### src/rtl/fetch_pkg.sv
// fetch_pkg
// Shared types and sizing for the instruction-fetch queue.
//   fetch_entry_t : one buffered instruction together with the PC it was fetched from
//   FQ_DATA_W     : instruction / PC width used by fetch_entry_t
//   FQ_DEPTH      : default queue depth
//   FQ_CNT_W      : width of a counter that must hold 0..FQ_DEPTH inclusive
package fetch_pkg;

    localparam int unsigned FQ_DATA_W = 16;
    localparam int unsigned FQ_DEPTH  = 4;
    localparam int unsigned FQ_CNT_W  = $clog2(FQ_DEPTH + 1);

    typedef struct packed {
        logic [FQ_DATA_W-1:0] pc;
        logic [FQ_DATA_W-1:0] instr;
    } fetch_entry_t;

endpackage

### src/rtl/fetch_fifo.sv
// fetch_fifo
// DEPTH-entry synchronous FIFO of fetch_entry_t with a synchronous flush.
// The head entry is read combinationally from registered storage, so a pushed
// entry becomes visible one cycle after it is written.
// Ports:
//   clk, rst_n     : clock, asynchronous active-low reset
//   flush_i        : empty the FIFO at the next edge (a concurrent pop is harmless)
//   push_i         : write push_entry_i
//   pop_i          : discard the head entry
//   head_o         : head entry (zero after reset)
//   head_valid_o   : FIFO holds at least one entry
//   count_o        : number of stored entries
module fetch_fifo
    import fetch_pkg::*;
#(
    parameter int unsigned DEPTH = FQ_DEPTH,
    parameter int unsigned CNT_W = FQ_CNT_W
) (
    input  logic             clk,
    input  logic             rst_n,
    input  logic             flush_i,
    input  logic             push_i,
    input  fetch_entry_t     push_entry_i,
    input  logic             pop_i,
    output fetch_entry_t     head_o,
    output logic             head_valid_o,
    output logic [CNT_W-1:0] count_o
);

    localparam int unsigned PTR_W = $clog2(DEPTH);

    fetch_entry_t     mem_q [DEPTH];
    logic [PTR_W-1:0] wr_ptr_q;
    logic [PTR_W-1:0] rd_ptr_q;
    logic [CNT_W-1:0] count_q;
    logic             do_pop;
    logic             do_push;

    // A push into a full FIFO is accepted only when the head leaves in the same cycle.
    assign do_pop  = pop_i && (count_q != '0);
    assign do_push = push_i && !flush_i && ((count_q != CNT_W'(DEPTH)) || do_pop);

    assign head_o       = mem_q[rd_ptr_q];
    assign head_valid_o = (count_q != '0);
    assign count_o      = count_q;

    // Storage is reset so the head reads as zero straight out of reset.
    // Pointers wrap naturally because DEPTH is a power of two.
    always_ff @(posedge clk or negedge rst_n) begin
        if (!rst_n) begin
            wr_ptr_q <= '0;
            rd_ptr_q <= '0;
            count_q  <= '0;
            for (int i = 0; i < int'(DEPTH); i++) begin
                mem_q[i] <= '0;
            end
        end else if (flush_i) begin
            wr_ptr_q <= '0;
            rd_ptr_q <= '0;
            count_q  <= '0;
        end else begin
            if (do_push) begin
                mem_q[wr_ptr_q] <= push_entry_i;
                wr_ptr_q        <= wr_ptr_q + PTR_W'(1);
            end
            if (do_pop) begin
                rd_ptr_q <= rd_ptr_q + PTR_W'(1);
            end
            count_q <= count_q + CNT_W'(do_push) - CNT_W'(do_pop);
        end
    end

endmodule

### src/rtl/fetch_queue_unit.sv
// fetch_queue_unit
// Instruction-fetch stage with a prefetch queue. Issues in-order requests to
// instruction memory ahead of decode, buffers the returned words with their PCs,
// and hands them to ID over a valid/ready handshake. A redirect flushes the queue
// and marks every still-outstanding request as stale so its response is dropped.
// DATA_W must match fetch_pkg::FQ_DATA_W, the width carried by fetch_entry_t.
// Ports:
//   clk, rst_n                     : clock, asynchronous active-low reset
//   fetch_en                       : allow new requests (outstanding ones still complete)
//   redirect_valid, redirect_pc    : one-cycle redirect strobe and target
//   imem_req_valid/ready/addr      : request channel to instruction memory
//   imem_rsp_valid/data            : in-order response channel, no backpressure
//   out_valid/ready, out_pc/instr  : head instruction towards ID
//   occupancy                      : entries currently held in the queue
module fetch_queue_unit
    import fetch_pkg::*;
#(
    parameter int unsigned       DATA_W   = FQ_DATA_W,
    parameter int unsigned       ADDR_W   = 12,
    parameter int unsigned       DEPTH    = FQ_DEPTH,
    parameter int unsigned       PC_STEP  = 2,
    parameter logic [DATA_W-1:0] RESET_PC = '0
) (
    input  logic                       clk,
    input  logic                       rst_n,
    input  logic                       fetch_en,
    input  logic                       redirect_valid,
    input  logic [DATA_W-1:0]          redirect_pc,
    output logic                       imem_req_valid,
    input  logic                       imem_req_ready,
    output logic [ADDR_W-1:0]          imem_req_addr,
    input  logic                       imem_rsp_valid,
    input  logic [DATA_W-1:0]          imem_rsp_data,
    output logic                       out_valid,
    input  logic                       out_ready,
    output logic [DATA_W-1:0]          out_pc,
    output logic [DATA_W-1:0]          out_instr,
    output logic [$clog2(DEPTH+1)-1:0] occupancy
);

    localparam int unsigned CNT_W = $clog2(DEPTH + 1);

    logic [DATA_W-1:0] fpc_q, fpc_d;
    logic [DATA_W-1:0] rpc_q, rpc_d;
    logic [CNT_W-1:0]  inflight_q, inflight_d;
    logic [CNT_W-1:0]  drop_q, drop_d;
    logic [CNT_W:0]    credit_used;
    logic              req_fire;
    logic              rsp_keep;
    logic              pop;
    fetch_entry_t      push_entry;
    fetch_entry_t      head;

    // Credit covers stored entries plus outstanding responses, so every accepted
    // request is guaranteed a queue slot. Gating with rst_n keeps the request
    // low while reset is held even though the request is combinational.
    assign credit_used    = {1'b0, occupancy} + {1'b0, inflight_q};
    assign imem_req_valid = rst_n && fetch_en && !redirect_valid
                            && (credit_used < (CNT_W + 1)'(DEPTH));
    assign req_fire       = imem_req_valid && imem_req_ready;
    assign imem_req_addr  = fpc_q[ADDR_W-1:0];

    // A response is queued only if it is not stale and no redirect is flushing.
    assign rsp_keep   = imem_rsp_valid && (drop_q == '0) && !redirect_valid;
    assign pop        = out_valid && out_ready;
    assign push_entry = '{pc: rpc_q, instr: imem_rsp_data};

    // Next-state for the PCs and counters. On a redirect every outstanding
    // request except one answered in this very cycle becomes stale; no request
    // can fire in that cycle, so the new drop count equals the new inflight count.
    always_comb begin
        fpc_d      = fpc_q;
        rpc_d      = rpc_q;
        drop_d     = drop_q;
        inflight_d = inflight_q + CNT_W'(req_fire) - CNT_W'(imem_rsp_valid);
        if (redirect_valid) begin
            fpc_d  = redirect_pc;
            rpc_d  = redirect_pc;
            drop_d = inflight_q - CNT_W'(imem_rsp_valid);
        end else begin
            if (req_fire) begin
                fpc_d = fpc_q + DATA_W'(PC_STEP);
            end
            if (rsp_keep) begin
                rpc_d = rpc_q + DATA_W'(PC_STEP);
            end
            if (imem_rsp_valid && (drop_q != '0)) begin
                drop_d = drop_q - CNT_W'(1);
            end
        end
    end

    always_ff @(posedge clk or negedge rst_n) begin
        if (!rst_n) begin
            fpc_q      <= RESET_PC;
            rpc_q      <= RESET_PC;
            inflight_q <= '0;
            drop_q     <= '0;
        end else begin
            fpc_q      <= fpc_d;
            rpc_q      <= rpc_d;
            inflight_q <= inflight_d;
            drop_q     <= drop_d;
        end
    end

    fetch_fifo #(
        .DEPTH (DEPTH),
        .CNT_W (CNT_W)
    ) u_fifo (
        .clk          (clk),
        .rst_n        (rst_n),
        .flush_i      (redirect_valid),
        .push_i       (rsp_keep),
        .push_entry_i (push_entry),
        .pop_i        (pop),
        .head_o       (head),
        .head_valid_o (out_valid),
        .count_o      (occupancy)
    );

    assign out_pc    = head.pc;
    assign out_instr = head.instr;

endmodule

### config.mk
export PLATFORM = sky130hd
export DESIGN_NAME = fetch_queue_unit
export DESIGN_NICKNAME = d
export VERILOG_FILES = /design/src/rtl/fetch_pkg.sv /design/src/rtl/fetch_fifo.sv /design/src/rtl/fetch_queue_unit.sv
export SDC_FILE = /design/constraint.sdc
export NUM_CORES = 1
export LEC_CHECK = 0
export ABC_AREA = 0
export BUFFER_PORTS_ARGS = -buffer_cell sky130_fd_sc_hd__buf_2
export CORE_UTILIZATION = 35
export CTS_BUF_LIST = sky130_fd_sc_hd__clkbuf_16
export DETAILED_ROUTE_END_ITERATION = 6
export GPL_TIMING_DRIVEN = 0
export RECOVER_POWER = 100
export SKIP_CTS_REPAIR_TIMING = 1
export SLEW_MARGIN = 20
export SYNTH_ARGS = -nofsm -noshare
export SYNTH_HDL_FRONTEND = slang
export SYNTH_HIERARCHICAL = 1
export SYNTH_SLANG_ARGS = --single-unit
### constraint.sdc
create_clock -name clk -period 3.54 [get_ports clk]
set_clock_uncertainty 0.05 [all_clocks]
set_input_delay 0.177 -clock clk [delete_from_list [all_inputs] [get_ports clk]]
set_output_delay 0.177 -clock clk [all_outputs]
set_load 0.01 [all_outputs]
; Word-level counts from Yosys, hierarchy flattened
; Index checks and enable logic that the tools add are counted.
[word_totals]
regBits = 173
[op_classes]
add_sub_neg = 11
bitwise_logic = 3
n_mux = 17
eq_ne = 1
n_lt_le_gt_ge = 4
reduce_logical = 23
[ops]
columns = operator, n
row1 = $bwmux 128, 1
row2 = $mux 32, 3
row3 = $bmux 32 s2, 1
row4 = $demux 32 s2, 1
row5 = $mux 16, 4
row6 = $add 16x2->16 const B, 2
row7 = $logic_and 1x1->1, 12
row8 = $reduce_bool 2->1, 5
row9 = $mux 3, 3
row10 = $sub 3x1->3, 3
row11 = $mux 2, 4
row12 = $add 3x1->3, 2
row13 = $ge 3x3->1 const B, 2
row14 = $not 2->3, 2
row15 = $reduce_bool 3->1, 2
row16 = $add 2x1->2 const B, 2
row17 = $add 3x3->4, 1
row18 = $lt 4x3->1 const B, 1
row19 = $logic_not 3->1, 1
row20 = $lt 3x1->1 const B, 1
row21 = $ne 3x3->1 const B, 1
row22 = $sub 3x1->3 const B, 1
row23 = $reduce_and 2->1, 1
row24 = $logic_not 1->1, 1
row25 = other kinds (2), 2

; Longest topological paths before layout
[depth]
word_depth = 8
mapped_depth = 15
depth_no_buf = 14

; Cells and area by module
; The synthesis kept the hierarchy.
[modules_own_cells]
columns = module, area_each_um2, instances, cells_each
row1 = fetch_fifo, 6616.3, 1, 357
row2 = fetch_queue_unit, 2004.4, 1, 211

; Least setup slack after synthesis
; Ideal clock, no wire load.
[synth_timing]
path_kind = reg-to-reg
startpoint = reg u_fifo.count_q[1] (netlist: u_fifo/count_o[1])
endpoint = reg u_fifo.count_q[2] (netlist: u_fifo/count_o[2])
setup_ps = 86
path_stages_with_launch = 14
arrival_ps = 3122
n_path_buf = 0
setup_slack_ps = 282
cell_sequence = dfrtp_1 -> or3_2 -> and2_1 -> nor4b_4 -> and2b_2 -> nand2b_1 -> ha_1 -> inv_1 -> ha_1 -> inv_1 -> fa_1 -> xor2_1 -> and2_2 -> nor3_1
[synth_via]
elab_chain_len = 8
word_cells_on_any_way = 9
classes_between = add/sub (2) / eq/ne (1) / mux (1) / reduce/logical (5)
[synth_lines]
columns = item, line_no
row1 = start: declaration, fetch_fifo.sv:35  ; logic [CNT_W-1:0] count_q;
row2 = start signal: assignment, fetch_fifo.sv:69  ; count_q <= count_q + CNT_W'(do_push) - CNT_W'(do_pop);
row3 = $reduce_bool 3->1 *, fetch_fifo.sv:44  ; assign head_valid_o = (count_q != '0);
row4 = via out_valid, fetch_queue_unit.sv:34  ; output logic out_valid,
row5 = $logic_and 1x1->1 *, fetch_queue_unit.sv:65  ; assign pop = out_valid && out_ready;
row6 = via pop, fetch_queue_unit.sv:50  ; logic pop;
row7 = $logic_and 1x1->1 *, fetch_fifo.sv:40  ; assign do_pop = pop_i && (count_q != '0);
row8 = $logic_or 1x1->1, fetch_fifo.sv:41  ; assign do_push = push_i && !flush_i && ((count_q != CNT_W'(DEPTH)) || do_pop);
row9 = $logic_and 1x1->1, fetch_fifo.sv:41
row10 = $add 3x1->3, fetch_fifo.sv:69
row11 = $sub 3x1->3 *, fetch_fifo.sv:69
row12 = $mux 3 *, fetch_fifo.sv:57  ; end else if (flush_i) begin
; Mark *: on every way through the listed nets, which the timed path passes. The rest lies on a longest branch.
; A chain may end at the register's enable or synchronous reset.

; Worst setup path after layout
[layout_timing]
startpoint = reg u_fifo.count_q[0] (netlist: u_fifo/count_o[0])
endpoint = reg u_fifo.count_q[2] (netlist: u_fifo/count_o[2])
[layout_via]
elab_chain_len = 8
word_cells_on_any_way = 9
classes_between = add/sub (2) / eq/ne (1) / mux (1) / reduce/logical (5)
[layout_lines]
columns = item, line_no
row1 = $reduce_bool 3->1 *, fetch_fifo.sv:44
row2 = $logic_and 1x1->1 *, fetch_queue_unit.sv:65
row3 = via pop, fetch_queue_unit.sv:50
row4 = $logic_and 1x1->1 *, fetch_fifo.sv:40
row5 = $logic_or 1x1->1, fetch_fifo.sv:41
row6 = $logic_and 1x1->1, fetch_fifo.sv:41
row7 = $add 3x1->3, fetch_fifo.sv:69
row8 = $sub 3x1->3 *, fetch_fifo.sv:69
row9 = $mux 3 *, fetch_fifo.sv:57
; Marked as above.

==> tab_implementation.tex <==
\begin{tabular}{lr}
\hline
Metric & Value \\
\hline
\multicolumn{2}{l}{\textbf{Outcome}} \\
Run status & finished, violations left \\
Failing checks & hold timing, capacitance limit, slew limit \\
\multicolumn{2}{l}{\textbf{Finish}} \\
Proportion of layout cells with a drive suffix above 1 & 0.216 \\
Diode insertion count for antenna repair & 0 \\
FILL cells & 2378 \\
Total area of multi-input combinational cells & 0.00355 mm² \\
Register area & 0.00423 mm² \\
Final design area excluding fillers & 0.00971 mm² \\
Net count reported at finish & 766 \\
Area growth from synthesis to layout & 12.6\% \\
Final non-filler cell total & 1046 \\
\multicolumn{2}{l}{\textbf{Timing}} \\
F\_max & 303 MHz \\
Sum of negative setup slack & 0 ns \\
Worst Tran Pin Value & 1.99 ns \\
Post-layout min period & 3.30 ns \\
Final count of negative-setup-slack endpoints & 0 \\
Final WS setup & 0.242 ns \\
Number of pins with negative max-slew slack in the final report & 81 \\
Hold Worst Slack & -0.0203 ns \\
Number of hold violations in the final report & 4 \\
Fin crit share & 0.932 \\
Worst slew slack as a fraction of its limit & -0.326 \\
RSZ-0062 raised after global routing & no \\
\multicolumn{2}{l}{\textbf{Setup path}} \\
Top fanout value on the critical path & 7 \\
R2R cell count & 13 \\
Category of the critical setup timing path & reg -> reg \\
Required time of the critical path & 3.83 ns \\
Worst setup path start & u\_fifo/count\_o[0] \\
Minimum setup slack among reg-to-reg paths & 0.24 ns \\
RR Startpoint & u\_fifo/count\_o[0] \\
Worst setup endpoint & u\_fifo/count\_o[2] \\
Sort of element at the start of the critical path & flip-flop \\
Arrival time of data at the critical path endpoint & 3.59 ns \\
Endpoint of the lowest-slack register-to-register path & u\_fifo/count\_o[2] \\
Capturing element type of the critical path & flip-flop \\
\multicolumn{2}{l}{\textbf{Clocking}} \\
Count of clock tree sinks & 169 \\
TritonCTS clock tree & yes \\
Clk pin slew, worst setup/hold paths & 0.07 ns \\
Num CTS Buffers & 17 \\
Clock Tree Buf Depth & 2 \\
CTS H-tree depth & 4 \\
Clock insertion delay at the later pin of the skew report & 0.43 ns \\
Clock tree root driver cell & sky130\_fd\_sc\_hd\_\_clkbuf\_16 \\
\multicolumn{2}{l}{\textbf{Yosys}} \\
Flip-flop and latch count after synthesis & 169 \\
Ys flop type & sky130\_fd\_sc\_hd\_\_dfrtp\_1 \\
Netlist Area Pre-Place & 0.00862 mm² \\
Simple-gate share of the synthesized area & 0.0663 \\
Sequential fraction of the synthesis area & 0.491 \\
Top cell types by occurrence after synthesis & sky130\_fd\_sc\_hd\_\_dfrtp\_1, sky130\_fd\_sc\_hd\_\_mux2\_4, sky130\_fd\_sc\_hd\_\_mux4\_2 \\
Fraction of registers with async set/reset & 1.00 \\
Count of flip-flops with a built-in enable after synthesis & 0 \\
Synthesized netlist cell count & 568 \\
Main combinational cell family by area after synthesis & multiplexers \\
Yosys warnings & 6 \\
Compound-cell area share of the yosys netlist & 0.0401 \\
Synth Area per Inst & 15.2 µm² \\
Adder and majority gate portion of the synthesized area & 0.0279 \\
Most frequent cell after synthesis & sky130\_fd\_sc\_hd\_\_dfrtp\_1 \\
Synthesized-area fraction occupied by xor and xnor cells & 0.0173 \\
Net count after synthesis & 625 \\
Multiplexer share of the synthesized area & 0.308 \\
Number of different library cells in the post-synthesis netlist & 57 \\
Share of Yosys cell area claimed by the top area cell type & 0.491 \\
Biggest area consumer among synthesized cells & sky130\_fd\_sc\_hd\_\_dfrtp\_1 \\
Top area cells in the synthesized netlist & sky130\_fd\_sc\_hd\_\_dfrtp\_1, sky130\_fd\_sc\_hd\_\_mux2\_4, sky130\_fd\_sc\_hd\_\_mux4\_2, sky130\_fd\_sc\_hd\_\_buf\_12, sky130\_fd\_sc\_hd\_\_ha\_1 \\
\multicolumn{2}{l}{\textbf{Drt}} \\
Total number of vias & 5068 \\
Initial DRC Count & 241 \\
WL final & 18300 µm \\
Residual antenna-violating net count after detailed routing & 0 \\
Via count normalized by instance count & 4.85 \\
Wire per inst & 17.5 µm \\
Number of remaining DRC errors & 0 \\
Drt pass-1 iters & 4 \\
\multicolumn{2}{l}{\textbf{Floorplanning}} \\
Cell Rows & 57 \\
Starting density of the core & 0.356 \\
Full die area & 0.0253 mm² \\
Die boundary height & 159 µm \\
I/O Pins & 88 \\
Core area & 0.0242 mm² \\
Die width & 159 µm \\
\multicolumn{2}{l}{\textbf{GRT}} \\
Number of global-route vias before repair & 5304 \\
GR Util All Layers & 0.152 \\
Overflow after GRT & 0 \\
Global-route wire length before repair & 29900 µm \\
Maximum number of pins on one net before global-route repair & 91 \\
Antenna violations before repair & 0 \\
\multicolumn{2}{l}{\textbf{Place}} \\
Half-perimeter wire length after detailed placement & 12200 µm \\
Total placed instance area & 0.00950 mm² \\
Setup WS pre-CTS & 0.00384 ns \\
Placed Cells & 980 \\
Final RePlAce weighted congestion & 0.730 \\
Port Buffer Count & 87 \\
\multicolumn{2}{l}{\textbf{Power and ir drop}} \\
Logic pwr share & 0.207 \\
Net Sw Power & 0.00156 W \\
Sequential share of power & 0.456 \\
Switching share of power & 0.293 \\
PwrDens & 550 mW/mm² \\
Leakage component of the power & 4.53 nW \\
Clock share of power & 0.337 \\
Worst vdd ir & 362 µV \\
Internal power consumption & 0.00378 W \\
Total Power Consumption & 0.00534 W \\
\multicolumn{2}{l}{\textbf{Hold path}} \\
Class of the tightest hold or removal check & in -> reg \\
\multicolumn{2}{l}{\textbf{Run}} \\
Max Cap Violations & 1 \\
\hline
\end{tabular}
logic make-up (layout without fill, tap and decap cells):
logic type,after synthesis,in the layout
buffers and inverters,53,207
flip-flops,169,169
multiplexers,164,164
AND/OR/NAND/NOR,95,95
adder cells (fa/ha/maj),18,18
XOR/XNOR,17,17
AO/OA/AOI/OAI,52,52
critical path: stages, from the launching register on:
cell                       delay (ns)
sky130_fd_sc_hd__dfrtp_2         0.48
sky130_fd_sc_hd__or3_2           0.47
sky130_fd_sc_hd__and2_1          0.24
sky130_fd_sc_hd__nor4b_4         0.31
sky130_fd_sc_hd__and2b_2         0.29
sky130_fd_sc_hd__nand2b_1        0.08
sky130_fd_sc_hd__ha_1            0.22
sky130_fd_sc_hd__inv_1           0.05
sky130_fd_sc_hd__ha_1            0.13
sky130_fd_sc_hd__inv_1           0.05
sky130_fd_sc_hd__fa_1            0.37
sky130_fd_sc_hd__xor2_1          0.16
sky130_fd_sc_hd__and2_2          0.20
sky130_fd_sc_hd__nor3_1          0.13
cells in the final DEF, fill, tap and decap left out, types with 5 or more instances in the layout:
cell type,n
sky130_fd_sc_hd__dfrtp_1,167
sky130_fd_sc_hd__mux2_1,107
sky130_fd_sc_hd__clkbuf_1,66
sky130_fd_sc_hd__buf_2,43
sky130_fd_sc_hd__mux4_2,32
sky130_fd_sc_hd__dlygate4sd3_1,28
sky130_fd_sc_hd__nand2_1,22
sky130_fd_sc_hd__inv_1,19
sky130_fd_sc_hd__clkbuf_16,17
sky130_fd_sc_hd__o21ai_0,16
sky130_fd_sc_hd__ha_1,16
sky130_fd_sc_hd__nor2_1,14
sky130_fd_sc_hd__mux2_4,13
sky130_fd_sc_hd__clkbuf_2,12
sky130_fd_sc_hd__nand3_1,11
sky130_fd_sc_hd__xor2_1,11
sky130_fd_sc_hd__mux2_2,9
sky130_fd_sc_hd__a21oi_1,7
sky130_fd_sc_hd__buf_4,6
sky130_fd_sc_hd__xnor2_1,6
sky130_fd_sc_hd__and3_1,6
sky130_fd_sc_hd__nand4_1,6
sky130_fd_sc_hd__a31oi_1,5
sky130_fd_sc_hd__clkinv_4,5
area by class of cell:
cell class	count	area share
clock buffer	17	0.0438
timing repair buffer	122	0.0752
sequential	169	0.436
clock inverter	15	0.0148
tap	324	0.0418
multi-input combinational	346	0.366
inverter	19	0.00735
buffer	34	0.0151
worst min path at each step:
| stage | from | to | slack [ns] | cells after the start |
|---|---|---|---|---|
| final | imem_rsp_data[3] | u_fifo/mem_q[3] | -0.02 | 2 |
| after global placement | redirect_pc[0] | rpc_q[0] | 0.38 | 3 |
| after CTS | rst_n | u_fifo/mem_q[69] | -0.30 | 1 |
| after floorplan | rst_n | drop_q[0] | -0.17 | 0 |
| after detailed placement | rst_n | u_fifo/mem_q[69] | 0.17 | 1 |
| after global routing | imem_rsp_data[3] | u_fifo/mem_q[67] | -0.02 | 2 |
flip-flops by register name, indices dropped and copies added, names as in the netlist:
signal           count
u_fifo/count_o       3
rpc_q               16
u_fifo/rd_ptr_q      2
u_fifo/mem_q       128
inflight_q           3
u_fifo/wr_ptr_q      2
drop_q               3
fpc_q               12
power groups by stage:
stage	combinational [W]	sequential, W	clock [W]
2_1_floorplan	0.000895	0.00241	0
3_3_place_gp	0.00126	0.00248	0
3_5_place_dp	0.00130	0.00248	0
4_1_cts	0.00130	0.00245	0.00185
5_1_grt	0.00121	0.00248	0.00193
6_report	0.00110	0.00244	0.00180
metal layers:
| layer | GRT usage | vias to the layer above | share of wire |
|---|---|---|---|
| met4 | 0.0420 | 0 | 0.012 |
| met5 | 0 | - | 0 |
| met3 | 0.0307 | 18 | 0.025 |
| met1 | 0.215 | 2608 | 0.49 |
| li1 | - | 2362 | - |
| met2 | 0.238 | 80 | 0.47 |
through the flow:
stage | hold slack, ns | util
floorplan | -0.169 | -
global placement | 0.376 | 0.390
detailed placement | 0.169 | 0.392
CTS | -0.301 | 0.415
global route | -0.0240 | 0.400
finish | -0.0203 | 0.400
Note: power is estimated with default switching activity, not from simulation.
